==> config.mk <==
export PLATFORM = sky130hd
export DESIGN_NAME = sistema_final
export DESIGN_NICKNAME = d
export VERILOG_FILES = /design/src/rtl/sistema_final.sv
export SDC_FILE = /design/constraint.sdc
export NUM_CORES = 1
export LEC_CHECK = 0
export BUFFER_PORTS_ARGS = -buffer_cell sky130_fd_sc_hd__buf_2
export CORE_UTILIZATION = 30
export DETAILED_ROUTE_END_ITERATION = 10
export PLACE_DENSITY_LB_ADDON = 0.2
export SLEW_MARGIN = 0
export SYNTH_ARGS = -nofsm -noshare
export SYNTH_HDL_FRONTEND = slang
export SYNTH_SLANG_ARGS = --single-unit
==> constraint.sdc <==
create_clock -name clk -period 4.3 [get_ports clk]
set_clock_uncertainty 0.05 [all_clocks]
set_input_delay 0.645 -clock clk [delete_from_list [all_inputs] [get_ports clk]]
set_output_delay 0.645 -clock clk [all_outputs]
set_load 0.005 [all_outputs]
==> src/rtl/sistema_final.sv <==
// sistema_final: ROM-driven 16-bit restoring divider demo; `SISTEMA_FINAL_DIVZERO_FLAG_EN adds the divZero flag output
module sistema_final #(
  parameter int HOLD_CYCLES = 4
) (
  input  logic        clk,
  input  logic        reset,
  output logic [15:0] saida,
`ifdef SISTEMA_FINAL_DIVZERO_FLAG_EN
  output logic        divZero,
`endif
  output logic [15:0] saidaResto
);
  typedef enum logic [1:0] {LOAD, DIV, DONE, HOLD} state_t;
  state_t      state_q;
  logic [1:0]  idx_q;
  logic [15:0] quo_q, div_q, out_q, rest_q;
  logic [16:0] rem_q, rem_d;
  logic [3:0]  it_q;
  logic [7:0]  hold_q;
  logic [15:0] rom_dvd, rom_dvs;
  logic [17:0] trial_d;
  logic        ge_d;
`ifdef SISTEMA_FINAL_DIVZERO_FLAG_EN
  logic        zero_q;
  assign divZero = zero_q;
`endif
  assign saida      = out_q;
  assign saidaResto = rest_q;
  // operand ROM indexed by the entry counter
  always_comb begin
    rom_dvd = idx_q == 2'd0 ? 16'd100 : idx_q == 2'd1 ? 16'd65535 : idx_q == 2'd2 ? 16'd1234 : 16'd50;
    rom_dvs = idx_q == 2'd0 ? 16'd7   : idx_q == 2'd1 ? 16'd256   : idx_q == 2'd2 ? 16'd0    : 16'd50;
  end
  // one restoring step: shift in the next dividend bit, keep the difference when it does not go negative
  always_comb begin
    trial_d = {rem_q, quo_q[15]} - {2'b00, div_q};
    ge_d    = ~trial_d[17];
    rem_d   = ge_d ? trial_d[16:0] : {rem_q[15:0], quo_q[15]};
  end
  // control FSM with datapath registers and registered results
  always_ff @(posedge clk) begin
    if (!reset) begin
      state_q <= LOAD;
      idx_q   <= '0;
      quo_q   <= '0;
      div_q   <= '0;
      rem_q   <= '0;
      it_q    <= '0;
      hold_q  <= '0;
      out_q   <= '0;
      rest_q  <= '0;
`ifdef SISTEMA_FINAL_DIVZERO_FLAG_EN
      zero_q  <= 1'b0;
`endif
    end else begin
      case (state_q)
        LOAD: begin
          quo_q   <= rom_dvd;
          div_q   <= rom_dvs;
          rem_q   <= '0;
          it_q    <= '0;
          state_q <= DIV;
        end
        DIV: begin
          quo_q   <= {quo_q[14:0], ge_d};
          rem_q   <= rem_d;
          it_q    <= it_q + 4'd1;
          state_q <= it_q == 4'd15 ? DONE : DIV;
        end
        DONE: begin
          out_q   <= quo_q;
          rest_q  <= rem_q[15:0];
          idx_q   <= idx_q + 2'd1;
          hold_q  <= '0;
          state_q <= HOLD_CYCLES == 0 ? LOAD : HOLD;
`ifdef SISTEMA_FINAL_DIVZERO_FLAG_EN
          zero_q  <= div_q == 16'd0;
`endif
        end
        HOLD: begin
          hold_q  <= hold_q + 8'd1;
          state_q <= hold_q == 8'(HOLD_CYCLES - 1) ? LOAD : HOLD;
        end
      endcase
    end
  end
endmodule

After elaboration in Yosys (flattened, before gate mapping)
Cells that the tools add are included.

cells by class
  mux-type cells = 14
  bitwise operators = 1
  $add $sub $neg = 4
  equality and inequality tests = 7
  reduce and logical (&&, ||, !) cells = 4

operators by type and width
  kind                 count
  $pmux 17 s2          1
  $mux 16              2
  $pmux 16 s2          1
  $mux 9               2
  $sub 18x16->18       1
  $mux 17              1
  $pmux 8 s2           1
  $mux 11              1
  $add 8x1->8 const B  1
  $eq 8x2->1 const B   1
  $pmux 2 s4           1
  $pmux 4 s2           1
  $eq 2x2->1 const B   3
  $mux 6               1
  $add 4x1->4 const B  1
  $eq 2x1->1 const B   2
  $eq 4x4->1 const B   1
  $logic_not 2->1      2
  $mux 2               2
  $reduce_bool 2->1    2
  $add 2x1->2 const B  1
  $not 1->1            1

word-level totals
  bits in registers = 97
  input bits = 2
  output and inout port bits = 32

Longest topological paths before layout
  depth in word-level cells = 5
  mapped depth = 9
  depth with buffers taken out = 9

Least setup slack after synthesis
Ideal clock, no wire load.

  path kind = register -> register
  start = reg rem_q[8]
  end = reg rem_q[12]
  slack = 1.575 ns
  arrival time = 2.555 ns
  period minus slack after synthesis = 2.725 ns
  buffers on the path = 0
  stages on the path, launching flop included = 7
  cell sequence = dfxtp_1 or4_4 or4_4 or2_4 or4_4 and4_1 a211o_1

between the ends
  cells in the longest elaborated chain, start to end = 3

ends and longest elaborated chain
  item                      line  RTL
  start: declaration        17    logic [16:0] rem_q, rem_d;
  start signal: assignment  66    rem_q <= rem_d;
  $sub 18x16->18            36    trial_d = {rem_q, quo_q[15]} - {2'b00, div_q};
  $mux 17                   38    rem_d = ge_d ? trial_d[16:0] : {rem_q[15:0], quo_q[15]};
  $pmux 17 s2               56    case (state_q)

Every way passes these cells.
A chain may end at the register's enable or synchronous reset.

Final worst setup path
  start = reg div_q[5]
  end = reg rem_q[15]

between the ends
  cells in the longest elaborated chain, start to end = 3

ends and longest elaborated chain
  item                      line  RTL
  start: declaration        16    logic [15:0] quo_q, div_q, out_q, rest_q;
  start signal: assignment  59    div_q <= rom_dvs;
  $sub 18x16->18            36
  $mux 17                   38
  $pmux 17 s2               56

Every way passes these cells.

==> qor.txt <==
status: completed
die span in y: 119 um
DP Wirelength: 6960 um
Post-Place Cells: 698
post-synthesis sequential area ratio: 41.1%
Setup violations, final: 0
most used flip-flop cell after synthesis: dfxtp_1
Final Hold Viols: 0
synth top area cells: dfxtp_1 (41%), nand2_1 (9.4%), a21boi_0 (7.3%)
CP Launch Type: register
gpl congestion: 0.801
synth warn: 0
Hold Path Stages: 2
root buf cell: clkbuf_16
reg2reg end: rem_q[15]$_SDFFE_PN0P_
worst r2r src: div_q[5]$_SDFFE_PN0P_
worst rel slew slack: 26.3%
static leakage: 1.79 nW
clock sink count: 85
cell row count: 42
WL final: 10300 um
CTS tree: yes
setup TNS: 0 ns
Hold Path Class: reg -> reg
Peak VDD IR: 168 uV
arrival time worst endpoint: 3.17 ns
asr flop ratio synth: 0%
drt first pass iters: 4
Register-to-Register Path Depth: 8
antenna-violating nets left: 0
Post-CTS Setup Inserts: 0
Port-buffer cells: 33
DRC violations left: 0
Clk pin slew, worst setup/hold paths: 0.06 ns
Clock Latency Late Sink: 0.34 ns
largest area contributor in the netlist: dfxtp_1
first-pass GRT wire length: 17600 um
Max Fanout on Critical Path: 8
RSZ-0062 raised after global routing: false
WHS Endpoint: saidaResto[9]$_SDFFE_PN0P_
most frequent cells after synthesis: nand2_1 (104), dfxtp_1 (85), a21boi_0 (40)
cell area after synthesis: 4140 um2
Worst Path Required: 4.53 ns
core box area: 13300 um2
Peak Freq: 0.340 GHz
maxcap violations: 0
total track usage: 15.3%
GRT Residual Overflow: 0
Layout Cell Area excl Fill: 4790 um2
Synth Area per Inst: 8.04 um2
initial core utilization: 31.0%
most numerous cell in the Yosys netlist: nand2_1
r2r setup slk: 1.36 ns
min-delay src: saidaResto[9]$_SDFFE_PN0P_
DP Worst Slack: 1.44 ns
Via density: 5.08
routed vias: 3628
WL/cell: 14.4 um
Cells after Synth: 515
Die Footprint: 14300 um2
Final nets: 549
CP endpoint kind: register
EDFF count, synth: 0
PD cells: 515 nW/um2
CTS buffer count: 9
First DRT Iteration DRCs: 271
pin slew with the least headroom to its limit: 1.08 ns
die width: 119 um
syn_nets: 531
Final Total Pwr: 2.46 mW
period utilization: 68.4%
Synth Register Bits: 85
post-route setup slack: 1.36 ns
Crit Path Category: reg -> reg
Hold Buf Count CTS: 0
number of global-route vias before repair: 3583
Placed Area: 4460 um2
htree depth: 3
layout cell share with drive strength beyond 1: 12.5%
post-CTS sizing: 0
minimum clock period: 2.94 ns
share of the synthesized area in the top cell type: 41.1%
n_diodes: 0
area growth from synthesis to layout: 15.7%
max-slew violations: 0
clock tree buffer depth: 2
Netlist cell types: 55
Top Ports: 34
largest net degree at the start of global routing: 66
Layout Cells excl Fill: 714
initial antenna violation count: 0
-- cell families after synthesis --
family	count (synthesis)	share of synthesized area [%]
and+or+nand+nor	207	24.0
xor gates and xnor gates	8	1.69
muxes	3	0.726
adders and majority gates	14	4.41
AOI/OAI and AO/OA	149	23.6
DFF	85	41.1
buffers and inverters	49	4.50
-- final cells by class --
| type | instances | area (um2) |
|---|---|---|
| clock buffers | 11 | 243 |
| clock inverters | 5 | 83.8 |
| fillers | 1418 | 8560 |
| inverters | 14 | 52.6 |
| multi-input cells | 381 | 2250 |
| flip-flops and latches | 85 | 1700 |
| well taps | 176 | 220 |
| repair buffers | 42 | 233 |
-- layer usage --
layer / up-vias / wire, um / share of wire (%) / track usage (%)
li1: 1846 / - / - / -
met1: 1703 / 5040 / 49 / 19.5
met2: 68 / 4710 / 46 / 25.4
met3: 11 / 417 / 4.1 / 3.21
met4: 0 / 133 / 1.3 / 5.31
met5: - / 0 / 0 / 0
-- cells in the final DEF, fill, tap and decap left out, drive strengths merged, types with 12 or more instances in the layout --
| cell | count |
|---|---|
| dfxtp | 85 |
| buf | 42 |
| nand4 | 12 |
| ha | 13 |
| inv | 13 |
| nand3 | 14 |
| a21oi | 36 |
| o211ai | 12 |
| nand2 | 104 |
| o21ai | 31 |
| a21boi | 40 |
| nor2 | 18 |
-- state kept, by name (all words and copies together), names as in the netlist --
name,flops
rem_q,17
quo_q,16
saidaResto,16
saida,16
hold_q,8
div_q,4
it_q,4
idx_q,2
state_q,2
-- critical path, cell delays in order (launching register included) --
cell,delay [ns]
dfxtp_1,0.32
inv_1,0.06
ha_1,0.39
or4_1,0.50
o2111ai_1,0.09
o22ai_1,0.15
a2111oi_0,0.96
o21ai_0,0.23
nand3_1,0.12
-- per-stage QoR --
step	util [%]	hold slack, ns
after floorplan	-	0.394
after global placement	33.4	0.402
after detailed placement	33.4	0.405
after CTS	35.9	0.414
after global routing	35.9	0.445
final	35.9	0.409
-- worst max path at each step --
stage	startpoint	end	slack, ns	depth (start not counted)
5_1_grt	div_q[5]$_SDFFE_PN0P_	rem_q[9]$_SDFFE_PN0P_	1.22	8
4_1_cts	div_q[5]$_SDFFE_PN0P_	rem_q[15]$_SDFFE_PN0P_	1.41	8
3_5_place_dp	div_q[5]$_SDFFE_PN0P_	rem_q[15]$_SDFFE_PN0P_	1.44	8
2_1_floorplan	rem_q[8]$_SDFFE_PN0P_	rem_q[12]$_SDFFE_PN0P_	1.57	6
3_3_place_gp	div_q[5]$_SDFFE_PN0P_	rem_q[15]$_SDFFE_PN0P_	1.48	8
6_report	div_q[5]$_SDFFE_PN0P_	rem_q[15]$_SDFFE_PN0P_	1.36	8
-- report_power, final --
part / internal, mW / leakage [nW] / switching, mW
combinational: 0.280 / 0.946 / 0.416
sequential: 0.837 / 0.689 / 0.0775
clock: 0.526 / 0.152 / 0.328
(Power assumes the default switching activity.)
